[src/rtl/mod_counter.sv]
// mod_counter: modulo-MODULUS up/down counter with wrap or stop-at-boundary
// behaviour, synchronous clear, terminal-count, wrap pulse and sticky done flag.
// Optional feature macro: MODCNT_LOAD_EN adds the LOAD/D parallel-load port pair
// (a load value at or above MODULUS is clamped to MODULUS-1).
module mod_counter #(
    parameter int WIDTH   = 3,
    parameter int MODULUS = 5
) (
    input  logic             CLK,
    input  logic             RESET,
    input  logic             EN,
    input  logic             UP,
    input  logic             MODE,
    input  logic             CLR,
`ifdef MODCNT_LOAD_EN
    input  logic             LOAD,
    input  logic [WIDTH-1:0] D,
`endif
    output logic [WIDTH-1:0] Q,
    output logic             TC,
    output logic             WRAP,
    output logic             DONE
);

    localparam logic [WIDTH-1:0] MAX_Q = WIDTH'(MODULUS - 1);

    logic             at_bound;
    logic [WIDTH-1:0] q_nxt;
    logic             wrap_nxt;
    logic             done_nxt;

`ifdef MODCNT_LOAD_EN
    // One extra bit so MODULUS = 2**WIDTH is representable in the clamp compare
    localparam logic [WIDTH:0] MOD_EXT = (WIDTH + 1)'(MODULUS);

    logic [WIDTH-1:0] load_val;

    // Clamp out-of-range load values to the top of the count range
    always_comb begin
        load_val = ({1'b0, D} < MOD_EXT) ? D : MAX_Q;
    end
`endif

    // Boundary for the current direction and the zero-latency terminal count
    always_comb begin
        at_bound = UP ? (Q == MAX_Q) : (Q == '0);
        TC       = EN & at_bound;
    end

    // Next-state: clear beats load beats count; otherwise hold
    always_comb begin
        q_nxt    = Q;
        wrap_nxt = 1'b0;
        done_nxt = DONE;
        if (CLR) begin
            q_nxt    = '0;
            done_nxt = 1'b0;
        end
`ifdef MODCNT_LOAD_EN
        else if (LOAD) begin
            q_nxt    = load_val;
            done_nxt = 1'b0;
        end
`endif
        else if (EN) begin
            if (!at_bound) begin
                q_nxt    = UP ? (Q + WIDTH'(1)) : (Q - WIDTH'(1));
                done_nxt = 1'b0;
            end else if (!MODE) begin
                q_nxt    = UP ? '0 : MAX_Q;
                wrap_nxt = 1'b1;
                done_nxt = 1'b0;
            end else begin
                done_nxt = 1'b1;
            end
        end
    end

    // Count, wrap-pulse and done registers with asynchronous reset
    always_ff @(posedge CLK or posedge RESET) begin
        if (RESET) begin
            Q    <= '0;
            WRAP <= 1'b0;
            DONE <= 1'b0;
        end else begin
            Q    <= q_nxt;
            WRAP <= wrap_nxt;
            DONE <= done_nxt;
        end
    end

endmodule

[config.mk]
export PLATFORM = sky130hd
export DESIGN_NAME = mod_counter
export DESIGN_NICKNAME = d
export VERILOG_FILES = /design/src/rtl/mod_counter.sv
export SDC_FILE = /design/constraint.sdc
export NUM_CORES = 1
export LEC_CHECK = 0
export ABC_AREA = 1
export CAP_MARGIN = 10
export CORE_AREA = 2 2 39 41
export CTS_CLUSTER_DIAMETER = 40
export DETAILED_ROUTE_END_ITERATION = 6
export DIE_AREA = 0 0 41 43
export GPL_TIMING_DRIVEN = 0
export PLACE_DENSITY = 0.57
export SLEW_MARGIN = 20
export SYNTH_ARGS = -nofsm -noshare
export SYNTH_HDL_FRONTEND = slang
export SYNTH_SLANG_ARGS = --single-unit
[constraint.sdc]
create_clock -name CLK -period 4.1 [get_ports CLK]
set_input_delay 0.41 -clock CLK [delete_from_list [all_inputs] [get_ports CLK]]
set_output_delay 0.41 -clock CLK [all_outputs]
set_load 0.01 [all_outputs]
Word level (Yosys, flattened, before mapping)
Cells that the tools add are included.
{ "word_totals": {"register_bits": 5, "elab_cells": 26, "in_bits": 6} }
{ "op_classes": {"n_reduce_logical": 3, "n_bitwise": 1, "mux": 15, "n_eq_ne": 2, "add_sub_neg": 2} }
{ "ops": {"columns": ["cell", "n"], "rows": [
  ["$mux 3", 6],
  ["$mux 1", 9],
  ["$add 3x1->3 const B", 1],
  ["$eq 3x3->1 const B", 1],
  ["$logic_not 3->1", 1],
  ["$ne 3x3->1 const B", 1],
  ["$sub 3x1->3 const B", 1],
  ["$reduce_and 2->1", 1],
  ["$reduce_bool 2->1", 1],
  ["$and 1x1->1", 1]
]} }

Logic depth before layout (Yosys ltp)
{ "depth": {"word_depth": 5, "depth_mapped": 8, "depth_no_buf": 8} }

Worst setup path after synthesis
Ideal clock, no wire load.
{ "synth_timing": {"kind": "flip-flop to flip-flop", "startpoint": "register Q[0]", "endpoint": "register Q[2]", "path_slack_ns": 2.702, "period_less_slack_ns": 1.398, "arrival_time_ns": 1.282, "path_buffers": 0, "stages_incl_launch_ff": 9, "cell_sequence": "dfrtp_1 inv_1 fa_1 nor2_1 nand2_1 nand2_1 nor2_1 nand2_1 nand2_1"} }
{ "synth_via": {"elab_chain_len": 5, "word_cells_on_any_way": 11, "classes_between": "add/sub (2); eq/ne (2); mux (5); reduce/logical (2)"} }
{ "synth_lines": {"columns": ["item", "line", "source"], "rows": [
  ["start: declaration", "19", "output logic [WIDTH-1:0] Q,"],
  ["start signal: assignment", "86", "Q <= q_nxt;"],
  ["$sub 3x1->3, or another cell as far along", "67", "q_nxt = UP ? (Q + WIDTH'(1)) : (Q - WIDTH'(1));"],
  ["$mux 3 / $mux 1 (equally long branches)", "67, 46", null],
  ["$mux 3", "66", "if (!at_bound) begin"],
  ["$mux 3", "65", "else if (EN) begin"],
  ["$mux 3", "55", "if (CLR) begin"]
]} }
Several ways; a longest one is shown, not always the timed one. The select of a mux whose other input is x is not followed.
A chain may end at the register's enable or synchronous reset.

Worst setup path in the final report
{ "layout_timing": {"startpoint": "input UP", "endpoint": "output TC"} }
{ "layout_via": {"elab_chain_len": 2} }
{ "layout_lines": {"columns": ["item", "line", "source"], "rows": [
  ["start: declaration", "12", "input logic UP,"],
  ["$mux 1", "46", "at_bound = UP ? (Q == MAX_Q) : (Q == '0);"],
  ["$and 1x1->1", "47", "TC = EN & at_bound;"],
  ["end: declaration", "20", "output logic TC,"]
]} }
No other way between the ends.

==> flow_summary.ini <==
[drt]
avgViaCountPerCell = 4.09
wl_um = 681
drc = 0
dr.pass1.iters = 2
post_drt_wl_per_cell_um = 8.96
drtIter0Drc = 6
antenna_left = 0
vias = 311

[sta]
max_freq_mhz = 439
whs_ns = 0.367
worst_slack_ns = 1.82
fin_skew_ns = 0.00239
slew_headroom_pct = 82.9
slew_viol_final = 0
hold_viol_final = 0
rsz0062_at_grt = no
period_needed_ns = 2.28
finalSetupViolations = 0
worstMarginPinSlew_ns = 0.254
timing.final.crit_share_pct = 55.6
finalSetupTns_ns = 0

[place]
port_buffers = 11
gp_congestion = 0.703
dp_hpwl_um = 534
pre_cts_ws_ns = 1.82
post-place-cells = 72

[clock_network]
clockBufferDepth = 2
cts_tree = done
cts.clk_slew.worst_paths_ns = 0.04
postCtsHoldBufs = 0
cts_made_buffers = 3
clockRootBuffer = clkbuf_4
postCtsSetupBuffers = 0
cts_num_sinks = 5
clock_latency_ns = 0.24
htree_levels = 1
cts_resized = 0

[global_routing]
first_global_vias = 263
antenna_found_initial = 0
grt_max_degree = 7
grt.total_usage_pct = 9.78
overflow = 0
grt_pass1_wl_mm = 1.12

[cells_and_area]
n_antenna_cell = 0
stdcell_count = 76
fillerInstances = 157
seq_area_um2 = 125
area_delta_synth_final_pct = 47.0
multi_input_area_um2 = 170
final_cell_mix = clkdlybuf4s50_1, inv_1, nand2_1
layout.nets = 68
final_common_cell = clkdlybuf4s50_1
drive_gt1_share_pct = 16.7

[power_and_ir_drop]
p_leak_nw = 0.235
power.density_nw_per_um2 = 572
ir_worst_vdd_uv = 215

[worst_setup_path]
path_max_fanout = 4
rrSetupSlack_ns = 2.67
crit_type = in2out
end_kind = output pin
rr_worst_depth = 8
cp_data_required_time_ns = 3.69
critical_path_arrival_ns = 1.87
critPathLaunchType = input port

[floorplan]
ios = 12
coreArea_um2 = 1380
die_w_um = 41
dieArea_um2 = 1760
initial_core_util_pct = 24.1
die_h_um = 43
rows = 14

[flow_run]
maxCapViolations = 0

[logic_synthesis]
synth_fp_nets = 52
synth-seq-cells = 5
ys_types = 14
synth_cells = 45
avgSynthCellArea_um2 = 7.40
yosys_warnings = 0
ys_seq_area_share_pct = 37.6
netlist_area_um2 = 333

[worst_hold_path]
min_path_type = in2async

[status]
outcome = finished clean
metrics by stage:
stage / utilization [%] / power, mW / instance area (um2)
2_1_floorplan: - / 0.169 / 333
3_3_place_gp: 33.5 / 0.224 / 463
3_5_place_dp: 33.5 / 0.226 / 463
4_1_cts: 35.4 / 0.286 / 489
5_1_grt: 35.4 / 0.309 / 489
6_report: 35.4 / 0.280 / 489
critical path, cell delays in order:
cell and delay [ns]:
clkdlybuf4s50_1 0.55, nand2_1 0.10, nand2_2 0.11, nand2_2 0.08, nor2_1 0.09, clkdlybuf4s50_1 0.53
logic make-up (layout without fill, tap and decap cells):
kind of cell / after synthesis / count (layout) / synth area share [%]
flops: 5 / 5 / 37.6
compound gates: 2 / 2 / 3.01
simple gates: 27 / 27 / 42.1
fa+ha+maj: 1 / 1 / 6.02
buf+inv: 10 / 25 / 11.3
where the power goes:
group | internal, mW | switching [mW]
clock network | 0.0368 | 0.0199
logic | 0.0680 | 0.0698
registers | 0.0646 | 0.0205
sequential cells by signal (all words and copies together) (netlist names):
name and flops:
Q 3, DONE 1, WRAP 1
per-layer routing:
metal / up-vias / share of wire, % / track usage [%]
met5: - / 0 / 0
met4: 0 / 0 / 4.00
met3: 0 / 8.7 / 6.28
met2: 14 / 43 / 12.5
met1: 131 / 49 / 12.7
li1: 166 / - / -
cell type report:
cell class                      count  area share [%]
Timing Repair Buffer               11            22.5
Multi-Input combinational cell     30            34.8
Tap cell                           16            4.09
Sequential cell                     5            25.6
Inverter                           10            7.67
Clock buffer                        4            5.37
cell usage after synthesis (all sizes together):
cell type	number	share of area, %
dfrtp	5	38
fa	1	6.0
inv	10	11
nand2	13	19
nand3	4	7.5
nand3b	1	2.3
nor2	8	11
nor4	1	1.9
o21ai	2	3.0
worst paths after layout:
| kind | start | end |
|---|---|---|
| worst max-delay path | UP | TC |
| worst min-delay path | RESET | WRAP$_DFF_PP0_ |
| worst max register to register | Q[0]$_DFFE_PP0P_ | Q[2]$_DFFE_PP0P_ |
| worst min register to register | DONE$_DFFE_PP0P_ | DONE$_DFFE_PP0P_ |
| max in group asynchronous | RESET | Q[2]$_DFFE_PP0P_ |
| min in group CLK | DONE$_DFFE_PP0P_ | DONE$_DFFE_PP0P_ |
No activity file was read; power rests on OpenSTA's default activity.
